`config.mk`:
```
export PLATFORM = sky130hd
export DESIGN_NAME = ps2_host_tx
export DESIGN_NICKNAME = d
export VERILOG_FILES = /design/src/rtl/ps2_host_tx.sv
export SDC_FILE = /design/constraint.sdc
export NUM_CORES = 1
export LEC_CHECK = 0
export ABC_AREA = 1
export CORE_UTILIZATION = 54
export DETAILED_ROUTE_END_ITERATION = 10
export PLACE_DENSITY = 0.87
export SYNTH_ARGS = -nofsm -noshare
export SYNTH_HDL_FRONTEND = slang
export SYNTH_SLANG_ARGS = --single-unit
```
`constraint.sdc`:
```
create_clock -name clk_50MHz -period 1.6 [get_ports clk_50MHz]
set_clock_uncertainty 0.15 [all_clocks]
set_input_delay 0.32 -clock clk_50MHz [delete_from_list [all_inputs] [get_ports clk_50MHz]]
set_output_delay 0.32 -clock clk_50MHz [all_outputs]
set_load 0.005 [all_outputs]
```
`src/rtl/ps2_host_tx.sv`:
```
// Host-to-device PS/2 command transmitter: inhibit, request-to-send, clocked-out frame,
// ACK check and transaction timeout, driving the open-drain lines through output enables.
module ps2_host_tx #(
  parameter int INHIBIT_CYCLES = 5000,
  parameter int TIMEOUT_CYCLES = 1000000,
  parameter int FILTER_CYCLES  = 8
) (
  input  logic       clk_50MHz,
  input  logic       rst_n,
  input  logic [7:0] tx_data,
  input  logic       tx_valid,
  output logic       tx_ready,
  input  logic       ps2_clk_in,
  input  logic       ps2_data_in,
  output logic       ps2_clk_oe,
  output logic       ps2_data_oe,
  output logic       busy,
  output logic       rx_inhibit,
  output logic       done,
  output logic       ack_err,
  output logic       timeout_err
);

  localparam int CW = $clog2(INHIBIT_CYCLES + 1);
  localparam int TW = $clog2(TIMEOUT_CYCLES + 1);
  localparam int FW = $clog2(FILTER_CYCLES + 1);
  // The RTS cycle still holds the clock low, so INHIBIT itself lasts one cycle less.
  localparam logic [CW-1:0] INH_LAST  = CW'(INHIBIT_CYCLES - 2);
  localparam logic [TW-1:0] TO_LAST   = TW'(TIMEOUT_CYCLES - 1);
  localparam logic [FW-1:0] FILT_LAST = FW'(FILTER_CYCLES - 1);

  typedef enum logic [2:0] {IDLE, INHIBIT, RTS, XFER, ACK, WAIT_IDLE} state_t;

  state_t        state;
  logic [1:0]    clk_sync;
  logic [1:0]    data_sync;
  logic          data_s;
  logic          clk_filt;
  logic          fall;
  logic [FW-1:0] filt_cnt;
  logic [7:0]    shift;
  logic          parity;
  logic [3:0]    bit_cnt;
  logic          ack_bad;
  logic [CW-1:0] inh_cnt;
  logic [TW-1:0] to_cnt;
  logic          timed_out;

  assign data_s     = data_sync[1];
  assign timed_out  = (to_cnt == TO_LAST);
  assign tx_ready   = (state == IDLE);
  assign busy       = (state != IDLE);
  assign rx_inhibit = busy;

  always_ff @(posedge clk_50MHz or negedge rst_n) begin
    if (!rst_n) begin
      clk_sync  <= 2'b11;
      data_sync <= 2'b11;
    end else begin
      clk_sync  <= {clk_sync[0], ps2_clk_in};
      data_sync <= {data_sync[0], ps2_data_in};
    end
  end

  // Filtered clock follows the synchronized line only after FILTER_CYCLES agreeing samples.
  always_ff @(posedge clk_50MHz or negedge rst_n) begin
    if (!rst_n) begin
      clk_filt <= 1'b1;
      filt_cnt <= '0;
      fall     <= 1'b0;
    end else begin
      fall <= 1'b0;
      if (clk_sync[1] == clk_filt) begin
        filt_cnt <= '0;
      end else if (filt_cnt == FILT_LAST) begin
        clk_filt <= clk_sync[1];
        filt_cnt <= '0;
        fall     <= clk_filt;
      end else begin
        filt_cnt <= filt_cnt + 1'b1;
      end
    end
  end

  always_ff @(posedge clk_50MHz or negedge rst_n) begin
    if (!rst_n) begin
      state       <= IDLE;
      ps2_clk_oe  <= 1'b0;
      ps2_data_oe <= 1'b0;
      done        <= 1'b0;
      ack_err     <= 1'b0;
      timeout_err <= 1'b0;
      shift       <= '0;
      parity      <= 1'b0;
      bit_cnt     <= '0;
      ack_bad     <= 1'b0;
      inh_cnt     <= '0;
      to_cnt      <= '0;
    end else begin
      done        <= 1'b0;
      ack_err     <= 1'b0;
      timeout_err <= 1'b0;
      case (state)
        IDLE: begin
          if (tx_valid) begin
            shift      <= tx_data;
            parity     <= ~^tx_data;
            inh_cnt    <= '0;
            ps2_clk_oe <= 1'b1;
            state      <= INHIBIT;
          end
        end
        INHIBIT: begin
          if (inh_cnt == INH_LAST) begin
            ps2_data_oe <= 1'b1;
            state       <= RTS;
          end else begin
            inh_cnt <= inh_cnt + 1'b1;
          end
        end
        RTS: begin
          ps2_clk_oe <= 1'b0;
          to_cnt     <= '0;
          bit_cnt    <= '0;
          state      <= XFER;
        end
        default: begin
          to_cnt <= to_cnt + 1'b1;
          // Timeout wins over any completion that lands in the same cycle.
          if (timed_out) begin
            ps2_clk_oe  <= 1'b0;
            ps2_data_oe <= 1'b0;
            timeout_err <= 1'b1;
            state       <= IDLE;
          end else begin
            case (state)
              XFER: begin
                if (fall) begin
                  bit_cnt <= bit_cnt + 1'b1;
                  if (bit_cnt < 4'd8) begin
                    ps2_data_oe <= ~shift[0];
                    shift       <= {1'b0, shift[7:1]};
                  end else if (bit_cnt == 4'd8) begin
                    ps2_data_oe <= ~parity;
                  end else begin
                    ps2_data_oe <= 1'b0;
                    state       <= ACK;
                  end
                end
              end
              ACK: begin
                if (fall) begin
                  ack_bad <= data_s;
                  state   <= WAIT_IDLE;
                end
              end
              WAIT_IDLE: begin
                if (clk_filt && data_s) begin
                  done    <= ~ack_bad;
                  ack_err <= ack_bad;
                  state   <= IDLE;
                end
              end
              default: ;
            endcase
          end
        end
      endcase
    end
  end

endmodule

```
==> run_results.csv <==
group,metric,value,unit
grt,antenna_found_initial,0,
timing,holdWs,0.208,ns
grt,grt_pass1_wl,22900,µm
floorplan,die_w,85.1,µm
routing,wire_per_inst,28.5,µm
finish,fill_cells,153,
critical_path,cp-start-kind,"flip-flop",
grt,grt_max_degree,29,
critical_path,reg2regPathDepth,9,
critical_path,crit_chain,"inv_1 -> buf_4 -> nand4_1 -> nor2_1 -> nand3_1 -> nand2_1 -> nand2_2 -> nand2_1 -> nand2_1",
synth,synth_commonest_cells,"nand2_1, dfrtp_1, inv_1, nand3_1, nor2_1",
grt,grt_usage,41.4,%
critical_path,cp_max_fo,3,
timing,fmax,0.481,GHz
pwr,p_int,5420,µW
routing,routed.top_layer,"met5",
routing,drt-vias-per-instance,7.45,
synth,avgSynthCellArea,7.42,µm²
timing,final_max_slew_viol_count,0,
pwr,p_clk_share,16.8,%
clocking,cts_num_sinks,65,
hold_path,min_from,"ps2_clk_in",
routing,dr.first_iter.drc_count,1128,
timing,worst_slack,-0.477,ns
clocking,path_clk_slew,0.09,ns
placed_design,gp_congestion,0.958,
critical_path,crit_family,"simple AND/OR/NAND/NOR gates",
floorplan,num_rows,29,
placed_design,io_buffers,20,
synth,yosysWarningCount,0,
critical_path,worstPathRequired,1.69,ns
floorplan,die-area,7230,µm²
floorplan,io-pin-count,21,
routing,drc,2,
pwr,peakVddDrop,1.77,mV
routing,wl_met3,3270,µm
floorplan,coreArea,6490,µm²
synth,syn_area,3720,µm²
timing,fin_crit_sh,130,%
floorplan,initial_core_util,57.3,%
finish,final_cells,740,
clocking,clkLatencyLatePin,0.37,ns
timing,finalHoldViolCount,0,
synth,synth-edff-count,0,
clocking,numCtsBuffers,9,
critical_path,arrival,2.17,ns
synth,synth_top_area_cell,"dfrtp_1",
routing,ant_nets,0,
synth,synth-seq-cells,65,
routing,wl_met2,8600,µm
synth,synth.most_common_cell,"nand2_1",
pwr,comb_power_share,61.1,%
routing,drt_pass1_iterations,11,
timing,slew_headroom,71.1,%
critical_path,crit_end,"ps2_data_oe",
clocking,clock-root-buffer,"clkbuf_8",
synth,synth_nets,521,
finish,nets,677,
hold_path,hp-class,"input port to flip-flop",
finish,drive_above_1_share,44.5,%
routing,drt-met1-wl,6380,µm
critical_path,timing.reg2reg.setup_slack,-0.48,ns
critical_path,r2r_end,"ps2_data_oe",
timing,worst_slew_pin_slew,0.430,ns
critical_path,path_buf_inv,2,
finish,syn2layout_area_growth,65.1,%
synth,ys_top_cells_by_area,"dfrtp_1, nand2_1, nand3_1",
synth,synth_top_area_share,40.3,%
synth,seq_area_frac_synth,43.8,%
critical_path,slowest_delay,0.42,ns
status,outcome,"complete, but fails checks",
status,violations,"design-rule violations, negative setup slack",
floorplan,die_h,85.1,µm
timing,layout_min_cycle_time,2.08,ns
pwr,p_sw,4860,µW
synth,synth_top_flop_cell,"dfrtp_1",
finish,antenna-diode-count,0,
critical_path,r2r_start,"to_cnt[6]",
critical_path,critPathCaptureType,"flip-flop",
clocking,cts_tree,"yes",
critical_path,crit_start,"to_cnt[6]",
pwr,p_seq_share,22.2,%
routing,vias,5513,
clocking,h-tree-depth,3,
placed_design,hpwlAfterDp,6950,µm
critical_path,crit_type,"flip-flop to flip-flop",
critical_path,critPathSlowestCell,"dfrtp_1",
job,maxCapViolations,0,
synth,synth_cells,502,
critical_path,worst_path_most_repeated_cell,"nand2_1",
pwr,swShare,47.3,%
grt,overflow,0,
synth,synthArstFlopShare,100,%
finish,multiInputGateArea,2580,µm²
pwr,powerDensity,1670,nW/µm²
placed_design,dp_cells,675,
clocking,clock_path_buffers,2,
finish,ff_latch_area,1640,µm²
synth,synth_cell_types,35,
pwr,p_leak,0.00283,µW
grt,grt_pass1_vias,4699,
timing,final-setup-viol-count,59,
critical_path,cp.depth,9,
routing,routed_wl,21100,µm
timing,rsz0062_at_grt,"true",
cells in the final DEF (no fill, tap or decap), types with 22 or more instances in the layout:
| master | Yosys | routed |
|---|---|---|
| nand2_1 | 158 | 114 |
| buf_6 | 1 | 37 |
| buf_4 | 2 | 90 |
| nor2_1 | 44 | 22 |
| dfrtp_1 | 60 | 58 |
| inv_1 | 50 | 44 |
| nand3_1 | 50 | 31 |
| nand2_2 | 4 | 31 |
worst min path at each step:
stage | endpoint | slack [ns] | depth (start not counted)
final | clk_sync[0] | 0.21 | 1
after global routing | clk_sync[0] | 0.21 | 1
after CTS | clk_sync[1] | 0.21 | 0
after detailed placement | to_cnt[2] | 0.09 | 1
after global placement | to_cnt[3] | 0.08 | 1
after floorplan | ack_bad | -0.13 | 0
final cells by class:
class | instances | share of cell area (%)
clock buffers | 12 | 2.52
clock inverters | 4 | 1.22
inverters | 54 | 3.70
multi-input cells | 377 | 42.0
flip-flops and latches | 65 | 26.6
well taps | 77 | 1.57
repair buffers | 151 | 22.4
kinds of logic after synthesis:
logic type                 synth area share [%]
and+or+nand+nor                            33.6
xor gates and xnor gates                   4.00
AOI/OAI and AO/OA                          9.64
DFF                                        43.8
adders and majority gates                  2.02
buffers and inverters                      6.95
metal layers:
layer	track usage (%)	up-vias
li1	-	1952
met1	46.7	2481
met2	69.1	719
met3	10.1	359
met4	29.4	2
met5	0	-
registers in the layout, indices dropped and copies added, names as in the netlist:
| register | count |
|---|---|
| ps2_data_oe | 1 |
| timeout_err | 1 |
| parity | 1 |
| filt_cnt | 4 |
| clk_filt | 1 |
| ack_bad | 1 |
| clk_sync | 2 |
| shift | 8 |
| done | 1 |
| ps2_clk_oe | 1 |
| inh_cnt | 13 |
| state | 3 |
| ack_err | 1 |
| to_cnt | 20 |
| fall | 1 |
| data_sync | 2 |
| bit_cnt | 4 |
power groups by stage:
stage	combinational, µW	sequential [µW]	clock (µW)
2_1_floorplan	1790	2160	0
3_3_place_gp	2870	2120	0
3_5_place_dp	2980	2140	0
4_1_cts	3800	2130	1620
5_1_grt	6340	2280	1770
6_report	6280	2280	1720
worst reg2reg max path: stages (launching register included):
cell and delay [ns]:
dfrtp_1 0.42, inv_1 0.14, buf_4 0.16, nand4_1 0.15, nor2_1 0.21, nand3_1 0.25, nand2_1 0.22, nand2_2 0.08
nand2_1 0.08, nand2_1 0.10
per-stage QoR:
step	setup TNS (ns)	worst slack (ns)	power, µW	util (%)	instance area (µm²)
final	-15.55	-0.477	10300	94.7	6150
after floorplan	-0.764	-0.108	3950	-	3750
after global placement	-3.65	-0.156	4990	71.6	4650
after detailed placement	-5.92	-0.231	5120	71.6	4650
after global routing	-17.49	-0.877	10400	94.7	6150
after CTS	-0.679	-0.0931	7550	81.7	5310
timing repair:
item	4_1_cts	5_1_grt
endpoints found under the setup margin	51	58
gates cloned	3	1
hold buffers	1	0
hold endpoints to repair	10	0
resized for setup	90	161
pin swaps	19	52
setup buffers	15	33
Power figures use the tool's default switching activity.
